==> config.mk <==
export PLATFORM = sky130hd
export DESIGN_NAME = dm_timer_resp
export DESIGN_NICKNAME = d
export VERILOG_FILES = /design/src/rtl/dm_timer_resp.sv
export SDC_FILE = /design/constraint.sdc
export NUM_CORES = 1
export LEC_CHECK = 0
export BUFFER_PORTS_ARGS = -buffer_cell sky130_fd_sc_hd__clkbuf_2
export CAP_MARGIN = 5
export CELL_PAD_IN_SITES_DETAIL_PLACEMENT = 2
export CELL_PAD_IN_SITES_GLOBAL_PLACEMENT = 2
export CORE_UTILIZATION = 35
export CTS_CLUSTER_DIAMETER = 30
export CTS_CLUSTER_SIZE = 28
export DETAILED_ROUTE_END_ITERATION = 10
export PLACE_DENSITY_LB_ADDON = 0.1
export SYNTH_ARGS = -nofsm -noshare
export SYNTH_HDL_FRONTEND = slang
export SYNTH_SLANG_ARGS = --single-unit
==> constraint.sdc <==
create_clock -name clk_i -period 3.15 [get_ports clk_i]
set_clock_uncertainty 0.2 [all_clocks]
set_input_delay 0.4725 -clock clk_i [delete_from_list [all_inputs] [get_ports clk_i]]
set_output_delay 0.4725 -clock clk_i [all_outputs]
set_load 0.1 [all_outputs]
==> src/rtl/dm_timer_resp.sv <==
// dm_timer_resp: target side of the dm_* data-memory handshake in front of a 32-bit
// timer/compare peripheral with a level interrupt. Each accepted request is
// completed after WAIT_STATES extra cycles by a one-cycle done pulse.
//
// Register window (offset = dm_addr_i[3:2]):
//   0 CTRL    [0] enable, [1] irq_en, [2] autoreload
//   1 COUNT   free-running counter while enabled
//   2 COMPARE match value
//   3 STATUS  [0] match flag, write-1-to-clear
//
// Ports:
//   clk_i            system clock
//   rst_i            asynchronous active-low reset
//   dm_addr_i        byte address from the CPU
//   dm_data_s_i      store data
//   dm_data_select_i byte enables, bit n covers data[8n+7:8n]
//   dm_store_i       store request
//   dm_load_i        load request
//   dm_data_l_o      load data, held until the next load completes
//   dm_ready_o       high while a new request can be accepted
//   dm_store_done_o  one-cycle store completion pulse
//   dm_load_done_o   one-cycle load completion pulse
//   irq_o            STATUS.flag & CTRL.irq_en, registered

module dm_timer_resp #(
    parameter logic [31:0] BASE_ADDR   = 32'h1002_0000,
    parameter int unsigned WAIT_STATES = 1
) (
    input  logic        clk_i,
    input  logic        rst_i,
    input  logic [31:0] dm_addr_i,
    input  logic [31:0] dm_data_s_i,
    input  logic [3:0]  dm_data_select_i,
    input  logic        dm_store_i,
    input  logic        dm_load_i,
    output logic [31:0] dm_data_l_o,
    output logic        dm_ready_o,
    output logic        dm_store_done_o,
    output logic        dm_load_done_o,
    output logic        irq_o
);

    typedef enum logic [1:0] {StIdle, StWait, StDone} state_e;

    localparam logic [3:0] WsBits   = WAIT_STATES[3:0];
    localparam bit         HasWait  = (WsBits != 4'd0);
    localparam logic [3:0] WaitLast = HasWait ? (WsBits - 4'd1) : 4'd0;

    localparam logic [1:0] OffCtrl    = 2'd0;
    localparam logic [1:0] OffCount   = 2'd1;
    localparam logic [1:0] OffCompare = 2'd2;
    localparam logic [1:0] OffStatus  = 2'd3;

    state_e      state_q, state_d;
    logic [3:0]  wcnt_q, wcnt_d;
    logic [1:0]  off_q, off_d;
    logic [31:0] wdata_q, wdata_d;
    logic [3:0]  sel_q, sel_d;
    logic        is_store_q, is_store_d;

    logic [2:0]  ctrl_q, ctrl_d;
    logic [31:0] count_q, count_d;
    logic [31:0] compare_q, compare_d;
    logic        flag_q, flag_d;
    logic        irq_q, irq_d;

    logic [31:0] data_l_q, data_l_d;
    logic        ready_q, ready_d;
    logic        load_done_q, load_done_d;
    logic        store_done_q, store_done_d;

    logic        addr_hit;
    logic        req_valid;
    logic        enter_done;
    logic        wr_en;
    logic        match;
    logic [31:0] rd_data;

    // Byte lanes below the word offset play no part in decode.
    logic unused_addr_bits;
    assign unused_addr_bits = ^dm_addr_i[1:0];

    function automatic logic [31:0] merge_bytes(input logic [31:0] old_val,
                                                input logic [31:0] new_val,
                                                input logic [3:0]  sel);
        logic [31:0] res;
        res = old_val;
        for (int i = 0; i < 4; i++) begin
            if (sel[i]) begin
                res[8*i +: 8] = new_val[8*i +: 8];
            end
        end
        return res;
    endfunction

    always_comb begin
        state_d      = state_q;
        wcnt_d       = wcnt_q;
        off_d        = off_q;
        wdata_d      = wdata_q;
        sel_d        = sel_q;
        is_store_d   = is_store_q;
        ctrl_d       = ctrl_q;
        count_d      = count_q;
        compare_d    = compare_q;
        flag_d       = flag_q;
        data_l_d     = data_l_q;
        load_done_d  = 1'b0;
        store_done_d = 1'b0;
        rd_data      = 32'd0;

        addr_hit  = (dm_addr_i[31:4] == BASE_ADDR[31:4]);
        req_valid = (dm_load_i | dm_store_i) & addr_hit;

        // Handshake sequencing
        case (state_q)
            StIdle: begin
                if (req_valid) begin
                    off_d      = dm_addr_i[3:2];
                    wdata_d    = dm_data_s_i;
                    sel_d      = dm_data_select_i;
                    is_store_d = dm_store_i;  // store wins when both are raised
                    if (HasWait) begin
                        state_d = StWait;
                        wcnt_d  = WaitLast;
                    end else begin
                        state_d = StDone;
                    end
                end
            end
            StWait: begin
                if (wcnt_q == 4'd0) begin
                    state_d = StDone;
                end else begin
                    wcnt_d = wcnt_q - 4'd1;
                end
            end
            StDone: begin
                state_d = StIdle;
            end
            default: begin
                state_d = StIdle;
            end
        endcase

        ready_d    = (state_d == StIdle);
        enter_done = (state_d == StDone) && (state_q != StDone);

        // Read mux uses the offset of the transaction entering DONE, so a
        // zero-wait request reads its own register on the capture edge.
        case (off_d)
            OffCtrl:    rd_data = {29'd0, ctrl_q};
            OffCount:   rd_data = count_q;
            OffCompare: rd_data = compare_q;
            default:    rd_data = {31'd0, flag_q};
        endcase

        if (enter_done) begin
            store_done_d = is_store_d;
            load_done_d  = ~is_store_d;
            if (!is_store_d) begin
                data_l_d = rd_data;
            end
        end

        // Timer; a bus write to COUNT overrides increment and reload
        match = ctrl_q[0] && (count_q == compare_q);
        if (ctrl_q[0]) begin
            count_d = (match && ctrl_q[2]) ? 32'd0 : count_q + 32'd1;
        end

        // Stores commit on the edge that leaves DONE
        wr_en = (state_q == StDone) && is_store_q;
        if (wr_en) begin
            case (off_q)
                OffCtrl: begin
                    if (sel_q[0]) begin
                        ctrl_d = wdata_q[2:0];
                    end
                end
                OffCount:   count_d   = merge_bytes(count_q, wdata_q, sel_q);
                OffCompare: compare_d = merge_bytes(compare_q, wdata_q, sel_q);
                default: begin
                    if (sel_q[0] && wdata_q[0]) begin
                        flag_d = 1'b0;
                    end
                end
            endcase
        end

        // A match in the same cycle as a clear leaves the flag set
        if (match) begin
            flag_d = 1'b1;
        end

        irq_d = flag_q & ctrl_q[1];
    end

    always_ff @(posedge clk_i or negedge rst_i) begin
        if (!rst_i) begin
            state_q      <= StIdle;
            wcnt_q       <= 4'd0;
            off_q        <= 2'd0;
            wdata_q      <= 32'd0;
            sel_q        <= 4'd0;
            is_store_q   <= 1'b0;
            ctrl_q       <= 3'd0;
            count_q      <= 32'd0;
            compare_q    <= 32'hFFFF_FFFF;
            flag_q       <= 1'b0;
            irq_q        <= 1'b0;
            data_l_q     <= 32'd0;
            ready_q      <= 1'b1;
            load_done_q  <= 1'b0;
            store_done_q <= 1'b0;
        end else begin
            state_q      <= state_d;
            wcnt_q       <= wcnt_d;
            off_q        <= off_d;
            wdata_q      <= wdata_d;
            sel_q        <= sel_d;
            is_store_q   <= is_store_d;
            ctrl_q       <= ctrl_d;
            count_q      <= count_d;
            compare_q    <= compare_d;
            flag_q       <= flag_d;
            irq_q        <= irq_d;
            data_l_q     <= data_l_d;
            ready_q      <= ready_d;
            load_done_q  <= load_done_d;
            store_done_q <= store_done_d;
        end
    end

    assign dm_data_l_o     = data_l_q;
    assign dm_ready_o      = ready_q;
    assign dm_store_done_o = store_done_q;
    assign dm_load_done_o  = load_done_q;
    assign irq_o           = irq_q;

endmodule

==> results.sh, run 1 <==
export IMPL_worstPathRequired_ns=3.26
export IMPL_synth_seq_cells=149
export IMPL_numCtsBuffers=17
export IMPL_first_pass_iters=4
export IMPL_mappedNetlistNets=762
export IMPL_cts_max_path_buffers=2
export IMPL_finalCriticalPeriod_ns=2.75
export IMPL_hp_class="in2reg"
export IMPL_slew_limit_headroom_pct=44.7
export IMPL_die_height_um=147
export IMPL_crit_fanout=40
export IMPL_cts_tree="yes"
export IMPL_worst_path_most_repeated_cell="nand4_1"
export IMPL_synth_seq_area_share_pct=50.9
export IMPL_async_reset_ff_share_pct=100
export IMPL_leakage_nw=4.05
export IMPL_grt_antenna_before_repair=0
export IMPL_drc=0
export IMPL_synthTopCellsByArea="dfrtp_1, dfstp_2, mux2_2, xnor2_1, a22oi_1"
export IMPL_via_per_inst=5.47
export IMPL_path_class="reg2reg"
export IMPL_max_stage_delay_ns=0.46
export IMPL_fin_total_pwr_mw=4.12
export IMPL_p_per_area_mw_per_mm2=462
export IMPL_syn_avg_cell_area_um2=10.8
export IMPL_drive_above_1_share_pct=33.7
export IMPL_grt_max_degree=61
export IMPL_synth_edf_count=0
export IMPL_yosysUniqueCellTypes=51
export IMPL_ant_nets=0
export IMPL_drv_slew=0
export IMPL_tns_ns=0
export IMPL_critPathTopFamily="simple AND/OR/NAND/NOR gates"
export IMPL_arrival_ns=2.85
export IMPL_setup_violations=0
export IMPL_finalHoldViolCount=0
export IMPL_yosysMostFrequentCell="dfrtp_1"
export IMPL_post_drt_wl_per_cell_um=20.9
export IMPL_grt_pass1_wl_mm=36.2
export IMPL_htree_levels=4
export IMPL_row_count=52
export IMPL_grt_overflow_total=0
export IMPL_multi_input_area_mm2=0.00337
export IMPL_vias=5868
export IMPL_root_buffer="clkbuf_16"
export IMPL_seqCellArea_mm2=0.00377
export IMPL_clk_latency_ns=0.43
export IMPL_port_buffers=105
export IMPL_core_area_mm2=0.0205
export IMPL_synth_top_area_share_pct=39.2
export IMPL_cp_slowest_cell="dfrtp_1"
export IMPL_fin_crit_sh_pct=87.2
export IMPL_cts_setup_buffers=0
export IMPL_critical_path_cell_chain="xnor2_1 -> nand4_1 -> nor3_1 -> nand4_1 -> buf_12 -> and2_1 -> a221o_1"
export IMPL_cts_resized=0
export IMPL_hpwlAfterDp_mm=15.9
export IMPL_num_fill_cells=2162
export IMPL_synthCells=687
export IMPL_start_util_pct=36.1
export IMPL_yosys_most_used_dff="dfrtp_1"
export IMPL_dpl_worst_slack_ns=0.371
export IMPL_status="complete, no violations"
export IMPL_critPathBufInv=1
export IMPL_place_congestion=0.787
export IMPL_die_width_um=147
export IMPL_clkSinkCount=149
export IMPL_area_growth_pct=20.3
export IMPL_fp_dieArea_mm2=0.0217
export IMPL_synth_cells_most_frequent="dfrtp_1, mux2_2, nor2_1"
export IMPL_drtIter0Drc=194
export IMPL_cp_end_kind="register"
export IMPL_start_kind="register"
export IMPL_yosysWarnings=0
export IMPL_fin_ws_ns=0.403
export IMPL_rsz0062_at_grt="false"
export IMPL_path_clk_slew_ns=0.06
export IMPL_grt_use_total_pct=21.7
export IMPL_yosysTopAreaCell="dfrtp_1"
export IMPL_grt_pass1_vias=6542
export IMPL_vdd_drop_max_mv=0.303
export IMPL_final_nets=865
export IMPL_drt_wl_total_mm=22.4
export IMPL_worstMarginPinSlew_ns=0.827
export IMPL_fmax_mhz=364
export IMPL_antennaDiodeCount=0
export IMPL_maxCapViolations=0
export IMPL_pin_count=108
export IMPL_syn_area_mm2=0.00740
what timing repair did:
item / CTS / global route
hold buffers: 1 / 0
hold endpoints to repair: 43 / 0
setup endpoints to repair: 0 / 0
final timing paths:
check | start | endpoint | slack [ns] | cells past startpoint
setup / recovery | count_q[15] | count_q[11] | 0.40 | 7
hold / removal | dm_data_s_i[21] | wdata_q[21] | 0.07 | 2
setup reg to reg | count_q[15] | count_q[11] | 0.40 | 7
hold reg to reg | wcnt_q[0] | wcnt_q[0] | 0.32 | 1
max in group asynchronous | rst_i | compare_q[24] | 1.59 | 3
min in group asynchronous | rst_i | dm_data_l_o[4] | 0.39 | 2
state kept, by name, indices dropped and copies added (netlist names), 2 cells and up:
| signal | count |
|---|---|
| count_q | 32 |
| ctrl_q | 3 |
| off_q | 2 |
| compare_q | 32 |
| dm_data_l_o | 32 |
| wcnt_q | 4 |
| sel_q | 4 |
| state_q | 2 |
| wdata_q | 32 |
layout by cell type, fill, tap and decap left out, types with 4 or more instances in the layout:
master     count
a22oi_1       32
nand4_1       23
nand2b_1       6
o21ai_0        6
dfrtp_1      116
nand3_1       21
and2_1         5
inv_1         20
o22ai_1        8
and3_1        17
buf_12         4
mux2_2        73
dfstp_2       33
a221o_1        7
a21oi_1       29
o211ai_1      14
nor4b_1        4
buf_4         18
mux2i_1       12
nand2_1       41
clkinv_2       4
nor4_1         8
nor3_1        10
a31oi_1       15
a31o_1         7
clkbuf_2     104
xnor2_1       38
nor2b_1        7
clkbuf_16     17
nor2_1        61
cell families after synthesis:
family / Yosys count / synth area share, %
buf+inv: 64 / 3.80
fa+ha+maj: 3 / 0.507
simple gates: 214 / 14.9
flops: 149 / 50.9
compound gates: 129 / 11.9
xor+xnor: 41 / 4.95
mux: 87 / 13.0
cell type report:
class	instances	area share [%]
inverter	20	0.843
sequential	149	42.3
tap	270	3.79
clock buffer	23	5.36
multi-input combinational	474	37.8
clock inverter	9	1.40
timing repair buffer	128	8.50
per-stage QoR:
step | cells | util [%] | cell area, µm² | hold slack, ns
finish | 1073 | 43.5 | 8910 | 0.0724
global route | 1073 | 43.5 | 8910 | 0.0666
CTS | 1073 | 43.5 | 8910 | 0.0584
detailed placement | 1040 | 40.5 | 8300 | 0.289
global placement | 1040 | 40.5 | 8300 | 0.272
floorplan | 687 | - | 7400 | -0.0231
where the power goes:
part / switching (mW) / internal, mW / leakage [nW]
Clock: 0.807 / 1.30 / 0.293
Sequential: 0.00000733 / 1.92 / 1.96
Combinational: 0.0544 / 0.0386 / 1.79
Total: 0.862 / 3.26 / 4.05
routing by layer:
| metal | GRT usage (%) | wire (µm) | vias to the layer above |
|---|---|---|---|
| met5 | 0 | 0 | - |
| met4 | 5.77 | 252 | 0 |
| met3 | 3.98 | 766 | 21 |
| met2 | 37.5 | 11300 | 123 |
| met1 | 28.0 | 10000 | 3038 |
| li1 | - | - | 2686 |
No activity file was read; power rests on OpenSTA's default activity.
==> inputs of run 2 (changes only) <==
--- a/config.mk
+++ b/config.mk
@@ -14,6 +14,7 @@
 export CTS_CLUSTER_SIZE = 28
 export DETAILED_ROUTE_END_ITERATION = 10
 export PLACE_DENSITY_LB_ADDON = 0.1
+export REMOVE_ABC_BUFFERS = 1
 export SYNTH_ARGS = -nofsm -noshare
 export SYNTH_HDL_FRONTEND = slang
 export SYNTH_SLANG_ARGS = --single-unit
==> results.sh, run 2 (synthesized netlist as in run 1, its figures left out) <==
export IMPL_worstPathRequired_ns=3.21
export IMPL_area_growth_pct=20.0
export IMPL_port_buffers=105
export IMPL_clkPwrFrac_pct=51.9
export IMPL_grt_use_total_pct=23.1
export IMPL_grt_antenna_before_repair=0
export IMPL_ff2ff_path_depth=7
export IMPL_antennaDiodeCount=0
export IMPL_final_cell_mix="dfrtp_1, clkbuf_2, mux2_2"
export IMPL_fmax_mhz=367
export IMPL_r2r_slack_ns=0.42
export IMPL_crit_reg2reg_capture="count_q[10]"
export IMPL_post_drt_wl_per_cell_um=22.1
export IMPL_setup_violations=0
export IMPL_die_height_um=147
export IMPL_path_class="reg2reg"
export IMPL_fin_cells=1071
export IMPL_vdd_drop_max_mv=0.341
export IMPL_crit_fanout=27
export IMPL_internal_power_mw=3.27
export IMPL_drive_above_1_share_pct=33.7
export IMPL_grt_max_degree=69
export IMPL_fp_dieArea_mm2=0.0217
export IMPL_htree_levels=4
export IMPL_hp_class="in2reg"
export IMPL_start_kind="register"
export IMPL_vias=5923
export IMPL_fin_crit_sh_pct=86.6
export IMPL_cts_tree="yes"
export IMPL_drc=0
export IMPL_grt_pass1_vias=6597
export IMPL_hold_buffers=1
export IMPL_drv_slew=0
export IMPL_first_pass_iters=4
export IMPL_sequentialPowerShare_pct=45.9
export IMPL_maxCapViolations=0
export IMPL_slew_limit_headroom_pct=53.8
export IMPL_ant_nets=0
export IMPL_cp_end_kind="register"
export IMPL_via_per_inst=5.53
export IMPL_rsz0062_at_grt="false"
export IMPL_row_count=52
export IMPL_grt_overflow_total=0
export IMPL_drt_wl_total_mm=23.6
export IMPL_final_common_cell="dfrtp_1"
export IMPL_place_congestion=0.794
export IMPL_cts_resized=0
export IMPL_min_from="dm_data_s_i[8]"
export IMPL_clk_latency_ns=0.43
export IMPL_finalHoldViolCount=0
export IMPL_switching_share_pct=21.7
export IMPL_hold_end="wdata_q[8]"
export IMPL_crit_start="count_q[2]"
export IMPL_drtIter0Drc=282
export IMPL_cts_max_path_buffers=2
export IMPL_placed_cells=1038
export IMPL_cts_setup_buffers=0
export IMPL_core_area_mm2=0.0205
export IMPL_p_switching_uw=905
export IMPL_grt_pass1_wl_mm=38.4
export IMPL_pin_count=108
export IMPL_clkSinkCount=149
export IMPL_numCtsBuffers=17
export IMPL_die_width_um=147
export IMPL_fin_total_pwr_mw=4.18
export IMPL_root_buffer="clkbuf_16"
export IMPL_worstMarginPinSlew_ns=0.693
export IMPL_combPwrFrac_pct=2.3
export IMPL_p_per_area_mw_per_mm2=470
export IMPL_final_nets=863
export IMPL_hpwlAfterDp_mm=16.2
export IMPL_final_hold_worst_slack_ns=0.0760
export IMPL_start_util_pct=36.1
export IMPL_hold_path_depth=2
export IMPL_fin_ws_ns=0.422
export IMPL_r2r_start="count_q[2]"
export IMPL_path_clk_slew_ns=0.07
export IMPL_leakage_nw=4.03
export IMPL_dpl_worst_slack_ns=0.348
export IMPL_status="complete, no violations"
export IMPL_arrival_ns=2.79
export IMPL_finalCriticalPeriod_ns=2.73
run 2: cell types whose count changed in the layout (fill, tap and decap cells not counted), sizes merged:
cell / change
inv: +3
buf: -2
clkbuf: -1
clkinv: -1
clkinvlp: -1
run 2: per-layer routing:
metal	routed length [µm]	track usage, %
met5	0	0
met4	421	7.32
met3	759	3.55
met2	11800	38.8
met1	10700	30.5
run 2: final cells by class:
class                      count  area, µm²
tap                          270        338
clock buffer                  22        474
multi-input combinational    474       3370
fill                        2162      11600
clock inverter                10        143
sequential                   149       3770
timing repair buffer         126        717
inverter                      20       75.1
run 2: worst max-delay path: stages (launching register included):
cell and delay [ns]:
dfrtp_1 0.45, xnor2_1 0.39, nand4_1 0.20, nor3_1 0.28
nand4_1 0.16, buf_4 0.27, nand2_1 0.38, o221ai_1 0.23
run 2: worst max path at each step:
stage	cells past startpoint	end	slack, ns
floorplan	6	dm_data_l_o[0]	-1.28
global placement	8	dm_data_l_o[2]	0.45
detailed placement	8	dm_data_l_o[8]	0.35
CTS	7	count_q[10]	0.39
global route	7	count_q[10]	0.21
finish	7	count_q[10]	0.42
run 2: through the flow:
step	util (%)	instance area, µm²	TNS, ns
floorplan	-	7200	-36.87
global placement	40.3	8260	0
detailed placement	40.3	8260	0
CTS	43.3	8880	0
global route	43.3	8880	0
finish	43.3	8880	0
run 2: power groups by stage:
| stage | registers, mW | logic (mW) | clock network [mW] |
|---|---|---|---|
| global route | 1.91 | 0.108 | 2.30 |
| CTS | 1.92 | 0.0994 | 2.22 |
| floorplan | 1.95 | 0.00436 | 0 |
| finish | 1.92 | 0.0951 | 2.17 |
| global placement | 1.95 | 0.0917 | 0 |
| detailed placement | 1.95 | 0.0973 | 0 |
==> inputs of run 3 (changes only) <==
==> constraint.sdc (replaced) <==
create_clock -name clk_i -period 3.4 [get_ports clk_i]
set_clock_uncertainty 0.2 [all_clocks]
set_input_delay 0.68 -clock clk_i [delete_from_list [all_inputs] [get_ports clk_i]]
set_output_delay 0.68 -clock clk_i [all_outputs]
set_load 0.1 [all_outputs]
==> results.sh, run 3 (synthesized netlist as in run 1, its figures left out) <==
export IMPL_grt_antenna_before_repair=0
export IMPL_cts_max_path_buffers=2
export IMPL_finalHoldViolCount=7
export IMPL_vdd_drop_max_mv=0.306
export IMPL_numCtsBuffers=17
export IMPL_rsz0062_at_grt="false"
export IMPL_final_hold_worst_slack_ns=-0.0173
export IMPL_drive_above_1_share_pct=33.3
export IMPL_die_width_um=147
export IMPL_core_area_mm2=0.0205
export IMPL_pin_count=108
export IMPL_path_clk_slew_ns=0.07
export IMPL_cts_tree="yes"
export IMPL_start_util_pct=36.1
export IMPL_grt_pass1_vias=6534
export IMPL_die_height_um=147
export IMPL_multi_input_area_mm2=0.00337
export IMPL_grt_overflow_total=0
export IMPL_fin_crit_sh_pct=84.4
export IMPL_hp_class="in2async"
export IMPL_hpwlAfterDp_mm=16.2
export IMPL_slew_limit_headroom_pct=40.0
export IMPL_leakage_nw=4.04
export IMPL_violations="negative hold slack"
export IMPL_port_buffers=105
export IMPL_cts_setup_buffers=0
export IMPL_fin_area_mm2=0.00892
export IMPL_grt_use_total_pct=22.5
export IMPL_maxCapViolations=0
export IMPL_crit_fanout=30
export IMPL_vias=5850
export IMPL_final_cell_mix="dfrtp_1, clkbuf_2, mux2_2"
export IMPL_path_class="reg2reg"
export IMPL_arrival_ns=2.98
export IMPL_drc=0
export IMPL_cts_resized=0
export IMPL_fmax_mhz=348
export IMPL_drv_slew=0
export IMPL_antennaDiodeCount=0
export IMPL_grt_max_degree=55
export IMPL_via_per_inst=5.49
export IMPL_num_fill_cells=2137
export IMPL_finalCriticalPeriod_ns=2.87
export IMPL_htree_levels=4
export IMPL_fp_dieArea_mm2=0.0217
export IMPL_clk_latency_ns=0.44
export IMPL_worstPathRequired_ns=3.51
export IMPL_row_count=52
export IMPL_seqCellArea_mm2=0.00377
export IMPL_r2r_slack_ns=0.53
export IMPL_start_kind="register"
export IMPL_status="finished, violations left"
export IMPL_place_congestion=0.790
export IMPL_post_drt_wl_per_cell_um=21.7
export IMPL_clkSinkCount=149
export IMPL_fin_total_pwr_mw=4.08
export IMPL_first_pass_iters=4
export IMPL_p_per_area_mw_per_mm2=458
export IMPL_dpl_cell_area_mm2=0.00823
export IMPL_drt_wl_total_mm=23.1
export IMPL_hold_buffers=0
export IMPL_final_common_cell="dfrtp_1"
export IMPL_drtIter0Drc=278
export IMPL_setup_violations=0
export IMPL_ant_nets=0
export IMPL_final_nets=857
export IMPL_cp_end_kind="register"
export IMPL_grt_pass1_wl_mm=37.3
export IMPL_area_growth_pct=20.5
export IMPL_root_buffer="clkbuf_16"
export IMPL_worstMarginPinSlew_ns=0.896
==> run 3: cell count changes in the layout (fill, tap and decap cells not counted) <==
cell and delta:
bufinv_16 +4, clkinv_4 +2, buf_12 +1, inv_6 -3
dlygate4sd3_1 -1, buf_4 -6, clkbuf_8 -3
==> run 3: through the flow <==
stage | setup WS (ns) | cells | util (%) | setup TNS, ns | hold slack, ns
global placement | 0.422 | 1033 | 40.2 | 0 | 0.284
global route | 0.376 | 1065 | 43.5 | 0 | 0.0158
floorplan | -1.23 | 643 | - | -35.26 | 0.184
finish | 0.530 | 1065 | 43.5 | 0 | -0.0173
detailed placement | 0.228 | 1033 | 40.2 | 0 | 0.316
CTS | 0.492 | 1065 | 43.5 | 0 | 0.00361
==> run 3: report_power, final <==
| group | switching, mW | internal [mW] | total (mW) | leakage (nW) |
|---|---|---|---|---|
| sequential | 0.00000729 | 1.78 | 1.78 | 1.96 |
| combinational | 0.0511 | 0.0351 | 0.0863 | 1.75 |
| clock | 0.772 | 1.45 | 2.22 | 0.331 |
==> run 3: metal layers <==
layer	part of all wire, %	vias up	global-route usage [%]	wire length (µm)
met5	0	-	0	0
met4	2.2	0	7.99	509
met3	2.8	34	3.70	649
met2	50	109	37.5	11400
met1	45	3025	29.4	10500
li1	-	2682	-	-
==> run 3: area by class of cell <==
cell class | count | share of cell area, %
clock buffer | 19 | 4.85
clock inverter | 13 | 2.85
inverter | 20 | 0.842
multi-input combinational | 474 | 37.8
sequential | 149 | 42.3
tap | 270 | 3.79
timing repair buffer | 120 | 7.65
==> run 3: path summary, 6_finish.rpt <==
path	start	end	cells past startpoint
setup / recovery	count_q[17]	count_q[13]	7
hold / removal	rst_i	dm_load_done_o	1
setup reg to reg	count_q[17]	count_q[13]	7
hold reg to reg	ctrl_q[1]	irq_o	1
max in group asynchronous	rst_i	compare_q[12]	2
min in group clk_i	dm_data_s_i[22]	wdata_q[22]	2
==> run 3: critical path, stage by stage, from the launching register on <==
cell,delay [ns]
dfrtp_1,0.47
xnor2_1,0.39
nand4_1,0.26
nor4_2,0.34
nand4_1,0.16
buf_4,0.27
and2_1,0.29
a221o_1,0.34
